[config.mk]
export PLATFORM = sky130hd
export DESIGN_NAME = prism_sp_rx_dispatch
export DESIGN_NICKNAME = d
export VERILOG_FILES = /design/src/rtl/prism_sp_rx_dispatch.sv
export SDC_FILE = /design/constraint.sdc
export NUM_CORES = 1
export LEC_CHECK = 0
export BUFFER_PORTS_ARGS = -buffer_cell sky130_fd_sc_hd__clkbuf_2
export CAP_MARGIN = 20
export CORE_AREA = 4 4 166 168
export DETAILED_ROUTE_END_ITERATION = 10
export DIE_AREA = 0 0 170 172
export SYNTH_ARGS = -nofsm -noshare
export SYNTH_HDL_FRONTEND = slang
export SYNTH_SLANG_ARGS = --single-unit
export TNS_END_PERCENT = 5
[constraint.sdc]
create_clock -name rx_clock -period 2.3 [get_ports rx_clock]
set_input_delay 0.115 -clock rx_clock [delete_from_list [all_inputs] [get_ports rx_clock]]
set_output_delay 0.115 -clock rx_clock [all_outputs]
set_load 0.03 [all_outputs]
[src/rtl/prism_sp_rx_dispatch.sv]
// prism_sp_rx_dispatch
// Frame-level scheduler between the GEM RX frame packer and the per-core RX
// meta/data FIFO pairs. On each start of frame one enabled core with room for
// the whole frame is picked round-robin. All data words and the closing meta
// descriptor of that frame are then steered to that core's FIFO pair. A frame
// that no core can take is dropped, and the drop is reported.
//
// Build option: define PRISM_SP_RX_DISPATCH_STATS_EN to build the per-core
// accepted-frame counters and the dropped-frame counter. When it is undefined,
// stat_frames and stat_drops are tied to 0.
//
// Ports
//   rx_clock, rx_resetn     : clock and synchronous active-low reset
//   in_sop, in_len          : frame start pulse and frame length in bytes
//   in_data_wr, in_data     : packed data word strobe and payload
//   in_meta_wr, in_meta     : end-of-frame meta descriptor strobe and payload
//   core_en, data_wr_count, meta_full : per-core status, sampled at in_sop
//   data_wr_en, data_wr_data: one-hot data FIFO write and broadcast data
//   meta_wr_en, meta_wr_data: one-hot meta FIFO write and broadcast meta
//   cur_core                : last granted core
//   drop                    : one-cycle pulse per dropped frame
//   stat_frames, stat_drops : statistics counters (optional)
//
// State  | meaning
// IDLE   | waiting for in_sop
// DECIDE | eligibility registered, round-robin grant this cycle
// STEER  | frame in flight, writes go to cur_core
// DROP   | frame discarded, waiting for its meta (or a new sop)

module prism_sp_rx_dispatch #(
  parameter int NRXCORES          = 4,
  parameter int DATA_WIDTH        = 64,
  parameter int META_WIDTH        = 32,
  parameter int RX_DATA_FIFO_SIZE = 4096,
  parameter int CNT_WIDTH         = 10
) (
  input  logic                                            rx_clock,
  input  logic                                            rx_resetn,
  input  logic                                            in_sop,
  input  logic [13:0]                                     in_len,
  input  logic                                            in_data_wr,
  input  logic [DATA_WIDTH-1:0]                           in_data,
  input  logic                                            in_meta_wr,
  input  logic [META_WIDTH-1:0]                           in_meta,
  input  logic [NRXCORES-1:0]                             core_en,
  input  logic [NRXCORES*CNT_WIDTH-1:0]                   data_wr_count,
  input  logic [NRXCORES-1:0]                             meta_full,
  output logic [NRXCORES-1:0]                             data_wr_en,
  output logic [DATA_WIDTH-1:0]                           data_wr_data,
  output logic [NRXCORES-1:0]                             meta_wr_en,
  output logic [META_WIDTH-1:0]                           meta_wr_data,
  output logic [((NRXCORES > 1) ? $clog2(NRXCORES) : 1)-1:0] cur_core,
  output logic                                            drop,
  output logic [NRXCORES*32-1:0]                          stat_frames,
  output logic [31:0]                                     stat_drops
);

  localparam int          CORE_W     = (NRXCORES > 1) ? $clog2(NRXCORES) : 1;
  localparam int          NF_W       = $clog2(RX_DATA_FIFO_SIZE) + 1;
  localparam logic [31:0] BPW        = 32'(DATA_WIDTH / 8);
  localparam logic [31:0] FIFO_BYTES = 32'(RX_DATA_FIFO_SIZE);

  typedef enum logic [1:0] {
    S_IDLE   = 2'd0,
    S_DECIDE = 2'd1,
    S_STEER  = 2'd2,
    S_DROP   = 2'd3
  } state_t;

  state_t              r_state;
  state_t              w_state_nxt;
  logic [NRXCORES-1:0] r_elig;
  logic [NRXCORES-1:0] w_elig;
  logic                w_sample_elig;
  logic [CORE_W-1:0]   r_rr_ptr;
  logic [CORE_W-1:0]   w_rr_ptr_nxt;
  logic [CORE_W-1:0]   r_cur_core;
  logic [CORE_W-1:0]   w_cur_core_nxt;
  logic                w_grant_vld;
  logic [CORE_W-1:0]   w_grant_idx;
  logic [CORE_W-1:0]   w_grant_ptr;
  logic [NRXCORES-1:0] r_data_wr_en;
  logic [NRXCORES-1:0] w_data_wr_en_nxt;
  logic [NRXCORES-1:0] r_meta_wr_en;
  logic [NRXCORES-1:0] w_meta_wr_en_nxt;
  logic [DATA_WIDTH-1:0] r_data_wr_data;
  logic [META_WIDTH-1:0] r_meta_wr_data;
  logic                r_drop;
  logic                w_drop_nxt;

  // Free space per core in bytes. The occupied byte count is formed at 32 bits
  // so an over-range word count saturates nfree at 0 instead of wrapping.
  always_comb begin
    logic [31:0]     used;
    logic [NF_W-1:0] nfree;
    w_elig = '0;
    used   = '0;
    nfree  = '0;
    for (int i = 0; i < NRXCORES; i++) begin
      used = 32'(data_wr_count[i*CNT_WIDTH +: CNT_WIDTH]) * BPW;
      if (used >= FIFO_BYTES) nfree = '0;
      else                    nfree = NF_W'(FIFO_BYTES - used);
      w_elig[i] = core_en[i] & ~meta_full[i] & (32'(nfree) >= 32'(in_len));
    end
  end

  // First eligible core at or after rr_ptr, wrapping.
  always_comb begin
    int j;
    j           = 0;
    w_grant_vld = 1'b0;
    w_grant_idx = '0;
    w_grant_ptr = '0;
    for (int k = 0; k < NRXCORES; k++) begin
      j = (int'(r_rr_ptr) + k) % NRXCORES;
      if (!w_grant_vld && r_elig[CORE_W'(j)]) begin
        w_grant_vld = 1'b1;
        w_grant_idx = CORE_W'(j);
        w_grant_ptr = CORE_W'((j + 1) % NRXCORES);
      end
    end
  end

  always_ff @(posedge rx_clock) begin
    if (!rx_resetn) r_state <= S_IDLE;
    else            r_state <= w_state_nxt;
  end

  always_comb begin
    w_state_nxt      = r_state;
    w_rr_ptr_nxt     = r_rr_ptr;
    w_cur_core_nxt   = r_cur_core;
    w_data_wr_en_nxt = '0;
    w_meta_wr_en_nxt = '0;
    w_drop_nxt       = 1'b0;
    w_sample_elig    = 1'b0;
    unique case (r_state)
      S_IDLE: begin
        if (in_sop) begin
          w_sample_elig = 1'b1;
          w_state_nxt   = S_DECIDE;
        end
      end
      S_DECIDE: begin
        if (in_sop) begin
          // Early restart: decide on the newer frame instead.
          w_sample_elig = 1'b1;
        end else if (w_grant_vld) begin
          w_cur_core_nxt = w_grant_idx;
          w_rr_ptr_nxt   = w_grant_ptr;
          w_state_nxt    = S_STEER;
        end else begin
          w_state_nxt = S_DROP;
        end
      end
      S_STEER: begin
        if (in_data_wr) w_data_wr_en_nxt[r_cur_core] = 1'b1;
        if (in_meta_wr) begin
          w_meta_wr_en_nxt[r_cur_core] = 1'b1;
          w_state_nxt                  = S_IDLE;
        end
        // A sop without a closing meta abandons the frame in flight.
        if (in_sop) begin
          w_sample_elig = 1'b1;
          w_state_nxt   = S_DECIDE;
          w_drop_nxt    = ~in_meta_wr;
        end
      end
      S_DROP: begin
        if (in_meta_wr) begin
          w_drop_nxt  = 1'b1;
          w_state_nxt = S_IDLE;
        end
        if (in_sop) begin
          w_drop_nxt    = 1'b1;
          w_sample_elig = 1'b1;
          w_state_nxt   = S_DECIDE;
        end
      end
      default: w_state_nxt = S_IDLE;
    endcase
  end

  always_ff @(posedge rx_clock) begin
    if (!rx_resetn) begin
      r_elig         <= '0;
      r_rr_ptr       <= '0;
      r_cur_core     <= '0;
      r_data_wr_en   <= '0;
      r_meta_wr_en   <= '0;
      r_data_wr_data <= '0;
      r_meta_wr_data <= '0;
      r_drop         <= 1'b0;
    end else begin
      if (w_sample_elig) r_elig <= w_elig;
      r_rr_ptr     <= w_rr_ptr_nxt;
      r_cur_core   <= w_cur_core_nxt;
      r_data_wr_en <= w_data_wr_en_nxt;
      r_meta_wr_en <= w_meta_wr_en_nxt;
      r_drop       <= w_drop_nxt;
      if (in_data_wr) r_data_wr_data <= in_data;
      if (in_meta_wr) r_meta_wr_data <= in_meta;
    end
  end

  assign data_wr_en   = r_data_wr_en;
  assign data_wr_data = r_data_wr_data;
  assign meta_wr_en   = r_meta_wr_en;
  assign meta_wr_data = r_meta_wr_data;
  assign cur_core     = r_cur_core;
  assign drop         = r_drop;

`ifdef PRISM_SP_RX_DISPATCH_STATS_EN
  logic [31:0] r_stat_frames [NRXCORES];
  logic [31:0] r_stat_drops;

  always_ff @(posedge rx_clock) begin
    if (!rx_resetn) begin
      for (int i = 0; i < NRXCORES; i++) r_stat_frames[i] <= '0;
      r_stat_drops <= '0;
    end else begin
      for (int i = 0; i < NRXCORES; i++) begin
        if (r_meta_wr_en[i]) r_stat_frames[i] <= r_stat_frames[i] + 32'd1;
      end
      if (r_drop) r_stat_drops <= r_stat_drops + 32'd1;
    end
  end

  for (genvar g = 0; g < NRXCORES; g++) begin : g_stat_pack
    assign stat_frames[g*32 +: 32] = r_stat_frames[g];
  end
  assign stat_drops = r_stat_drops;
`else
  assign stat_frames = '0;
  assign stat_drops  = '0;
`endif

`ifndef SYNTHESIS
  // Upstream must not write outside a frame that has been decided.
  a_no_wr_outside_frame : assert property (@(posedge rx_clock) disable iff (!rx_resetn)
    ((r_state == S_IDLE) || (r_state == S_DECIDE)) |-> !(in_data_wr || in_meta_wr));
`endif

endmodule

# Yosys cells after proc, flatten, opt, wreduce, memory -nomap -nowiden
# Cells that the tools add are included.
# totals
regBits,115
inputBits,163
output_inout_bits,267
word_cells,109
# classes
add_sub_neg,10
n_lt_le_gt_ge,14
n_eq_ne,6
n_mux,42
bitwise,14
n_reduce_logical,14
# op_table
cell,n
$ge A13 B14 Y1,4
$ge A13 B13 Y1 const B,4
$mux W13,4
$sub A13 B13 Y13 const A,4
$mux W2,12
$mux W1,19
$lt A2 B4 Y1 const B,4
$reduce_and A3 Y1,4
$add A2 B2 Y2 const B,5
$and A1 B1 Y1,8
$bmux W1 S2,4
$not A1 Y1,6
$pmux W2 S3,1
$eq A2 B2 Y1 const B,2
$logic_and A1 B1 Y1,4
$ne A2 B2 Y1 const B,2
$reduce_or A4 Y1,1
$logic_not A1 Y1,3
$lt A2 B3 Y1 const B,1
$ne A3 B1 Y1 const B,1
$add A2 B1 Y2 const B,1
$demux W1 S2,1
$eq A2 B1 Y1 const B,1
$ge A2 B1 Y1 const B,1
3 further kinds,3

# Logic depth before layout (Yosys ltp)
# depth
depth_word,16
mapped_depth,11
ltp_nobuf,11

# Least setup slack after synthesis
# No wires, ideal clock.
# synth_path
kind,input to register
start,input port data_wr_count[10]
end,register r_elig[1]
setup_time_ns,0.074
arrival_time_ns,2.034
required_ns,2.226
setup_slack_ns,0.192
stages,10
cell_sequence,inv_1 ha_1 nor3b_1 nand3b_1 xnor2_1 nor2_1 ha_1 nand3_1 or4_1 a31oi_1
# synth_via
elab_chain_cells,4
# synth_lines
element,line,rtl
start: declaration,46,"input logic [NRXCORES*CNT_WIDTH-1:0] data_wr_count,"
$sub A13 B13 Y13 / $ge A13 B13 Y1 (equally long branches),"102, 101",
$mux W13 (*),101,if (used >= FIFO_BYTES) nfree = '0;
$ge A13 B14 Y1 (*),103,w_elig[i] = core_en[i] & ~meta_full[i] & (32'(nfree) >= 32'(in_len));
$and A1 B1 Y1 (*),103,
end signal: assignment,195,if (w_sample_elig) r_elig <= w_elig;
end: declaration,72,logic [NRXCORES-1:0] r_elig;
# Mark *: on every way between the ends. The rest lies on a longest branch, timed or not.
# A chain may end at the register's enable or synchronous reset.

# Worst setup path in the final report
# Ends and elaborated chain as after synthesis.

==> impl_metrics.ini <==
[detailed_routing]
wl_per_cell_um = 13.4
dr_total_vias = 6244
ant_nets = 0
viasPerCell = 4.12
drtPass1Iterations = 7
drtIter0Drc = 270
totalWireLength_um = 20300
drc = 0

[synth]
synth-main-ff-cell = dfxtp_1
synth_cell_type_count = 48
synth_enable_flop_cells = 0
yosysSeqAreaShare_pct = 32.7
netlist_instances = 804
synth_area_mm2 = 0.00704
synth-async-reset-ratio_pct = 0
syn_area_per_cell_um2 = 8.75
synth_warnings = 0
synth-seq-cells = 115

[pwr]
leakagePower_nw = 5.01
netSwitchingFraction_pct = 32.4
power_frac_comb_pct = 23.3
clock_power_share_pct = 42.1
p_seq_share_pct = 34.7
finalPower_mw = 6.20
p_sw_mw = 2.01
powerDensity_mw_per_mm2 = 638
max-vdd-ir-drop_mv = 0.456
p_int_mw = 4.20

[sta]
period_share_pct = 83.1
fin_tns_setup_ps = 0
hold_viol_final = 0
skew_ps = 7.23
tightest_slew_ps = 640
slew_headroom_pct = 57.3
rsz0062_at_grt = false
fin_hold_ws_ps = 38.0
slew_viol_final = 0
max_freq_mhz = 523
fin_ws_ps = 388
setup_violations = 0
finalCriticalPeriod_ps = 1910

[clock_network]
clockBufferDepth = 2
clock_sinks = 115
post_cts_buffers = 0
cts_root_buf = clkbuf_16
clk_pin_slew_ps = 60
post_cts_resized = 0
tritoncts = done
htree_num_levels = 4
holdBufCountCts = 96
worstSkewPairLatency_ps = 400
cts_buffers = 17

[floorplan]
start_util_pct = 27.2
die-area_mm2 = 0.0292
std_cell_rows = 59
die_y_um = 172
fp.coreArea_mm2 = 0.0259
io_pins = 430
die-width_um = 170

[place]
gp_congestion = 0.798
dpl.hpwl_um = 15300
preCtsSetupSlack_ps = -20.2
io_buffers = 269

[setup_path]
rr_endpoint = r_rr_ptr[1]$_SDFFE_PN0P_
crit_top_cell = ha_1
worstSetupStartpointType = primary input
slowest_delay_ps = 520
cp.depth = 11
required_ps = 2630
reg2reg_setup_slack_ps = 480
arrival_ps = 2240
crit_fanout = 3
cp_top_family = simple AND/OR/NAND/NOR gates
critPathLaunch = data_wr_count[10]
cp_num_buf_inv = 3
cp-endpoint = r_elig[1]$_SDFFE_PN0P_
path_class = in2reg
reg2reg_depth = 4
r2r_start = r_elig[1]$_SDFFE_PN0P_
cp_cell_sequence = clkbuf_2, inv_1, ha_1, nor3b_1, buf_4, xor2_1, nor2_1, ha_1, nand4_1, or4_1, a31oi_1
end_kind = register
slowest_stage = or4_1

[global_routing]
grt_use_met1_pct = 15.5
grt_overflow = 0
busiest_layer = met2
grt_max_degree = 101
use_met2_pct = 21.9
grt_pass1_vias = 5840
grt_antenna_before_repair = 0
grtUsageTotal_pct = 12.7
grt_pass1_wl_um = 30300
met3_usage_pct = 2.72

[finish]
multiInputGateArea_mm2 = 0.00390
drive_gt1_share_pct = 26.5
antenna-diode-count = 0
nFillCells = 2644
fin_util_pct = 37.5
ff_latch_area_mm2 = 0.00230
fin_nets = 1373
area_growth_pct = 38.2

[hold_path]
min_from = meta_full[1]
hold_path_class = in2reg

[run]
cap_violations = 0

[outcome]
status = completed
==> how the worst min path moves through the flow <==
stage,cells past startpoint,endpoint
after floorplan,2,r_state[0]$_SDFFE_PN0P_
after global placement,3,data_wr_data[27]$_SDFFE_PN0P_
after detailed placement,3,meta_wr_data[7]$_SDFFE_PN0P_
after CTS,4,r_elig[0]$_SDFFE_PN0P_
after global routing,3,r_rr_ptr[0]$_SDFFE_PN0P_
final,4,r_elig[1]$_SDFFE_PN0P_
==> power by group through the flow <==
stage,registers (mW),clock network (mW),logic (mW)
5_1_grt,2.16,2.80,1.56
2_1_floorplan,2.38,0,0.945
6_report,2.15,2.61,1.44
3_5_place_dp,2.19,0,1.30
3_3_place_gp,2.19,0,1.29
4_1_cts,2.15,2.72,1.44
==> cell usage in the layout (no fill, tap or decap), drive strengths merged, types with 7 or more instances in the layout <==
cell type / Yosys / layout
dlygate4sd3: 0 / 96
nor2: 148 / 148
o21ai: 8 / 8
dfxtp: 115 / 115
clkinv: 0 / 7
xnor2: 14 / 14
inv: 24 / 27
nand2b: 10 / 10
nor4: 10 / 10
buf: 174 / 12
clkbuf: 18 / 286
nand2: 18 / 18
nor3: 11 / 11
mux2i: 99 / 99
conb: 1 / 160
nor3b: 9 / 9
ha: 44 / 44
a21oi: 21 / 21
xor2: 8 / 8
==> cells in the mapped netlist (all sizes together) (2+ instances only) <==
master	n	area (um2)
nand2b	10	62.6
mux2i	99	991
a21o	3	22.5
nor2	148	556
xor2	8	70.1
or4	5	37.5
nor3	11	55.1
nor4	10	68.8
a31oi	5	31.3
dfxtp	115	2300
o221ai	3	26.3
nand4	6	37.5
a21boi	3	22.5
o211ai	2	15.0
buf	174	1280
and2	2	12.5
o21ai	8	40.0
ha	44	551
nor3b	9	67.6
o31a	4	35.0
a21oi	21	105
nand3b	5	37.5
nand2	18	67.6
a211o	6	52.6
o31ai	2	15.0
nand3	4	20.0
a211oi	4	30.0
nor2b	5	31.3
xnor2	14	123
inv	24	90.1
clkbuf	18	67.6
==> cells by family after synthesis <==
logic type	share of synthesized area (%)
buf+inv	20.4
simple gates	15.4
fa+ha+maj	7.83
flops	32.7
other cells	0.0533
xor+xnor	2.74
mux	14.1
compound gates	6.76
==> metal layers <==
layer	vias to the layer above	part of all wire (%)	wire length [um]
li1	3134	-	-
met1	2800	40	8190
met2	285	49	9920
met3	25	8.4	1710
met4	0	2.2	456
met5	-	0	0
==> cell type report <==
class	count	area share, %
Clock inverter	14	1.60
Inverter	24	0.939
Tap cell	335	4.31
Clock buffer	18	4.41
Timing Repair Buffer	376	25.0
Multi-Input combinational cell	632	40.1
Sequential cell	115	23.7
==> worst min-delay path: cells and delay by family <==
| kind | cells | cell delay, ps |
|---|---|---|
| buffers and inverters | 1 | 80 |
| and+or+nand+nor | 1 | 50 |
| AOI/OAI and AO/OA | 2 | 160 |
==> state kept, by name (all words and copies together) (netlist names) <==
register,count
data_wr_data,64
meta_wr_data,32
data_wr_en,4
meta_wr_en,4
r_elig,4
cur_core,2
r_rr_ptr,2
r_state,2
drop,1
==> through the flow <==
step | instance area (um2) | std cells
2_1_floorplan | 7630 | 963
3_3_place_gp | 8180 | 1386
3_5_place_dp | 8180 | 1386
4_1_cts | 9720 | 1514
5_1_grt | 9720 | 1514
6_report | 9720 | 1514
No activity file was read; power rests on OpenSTA's default activity.
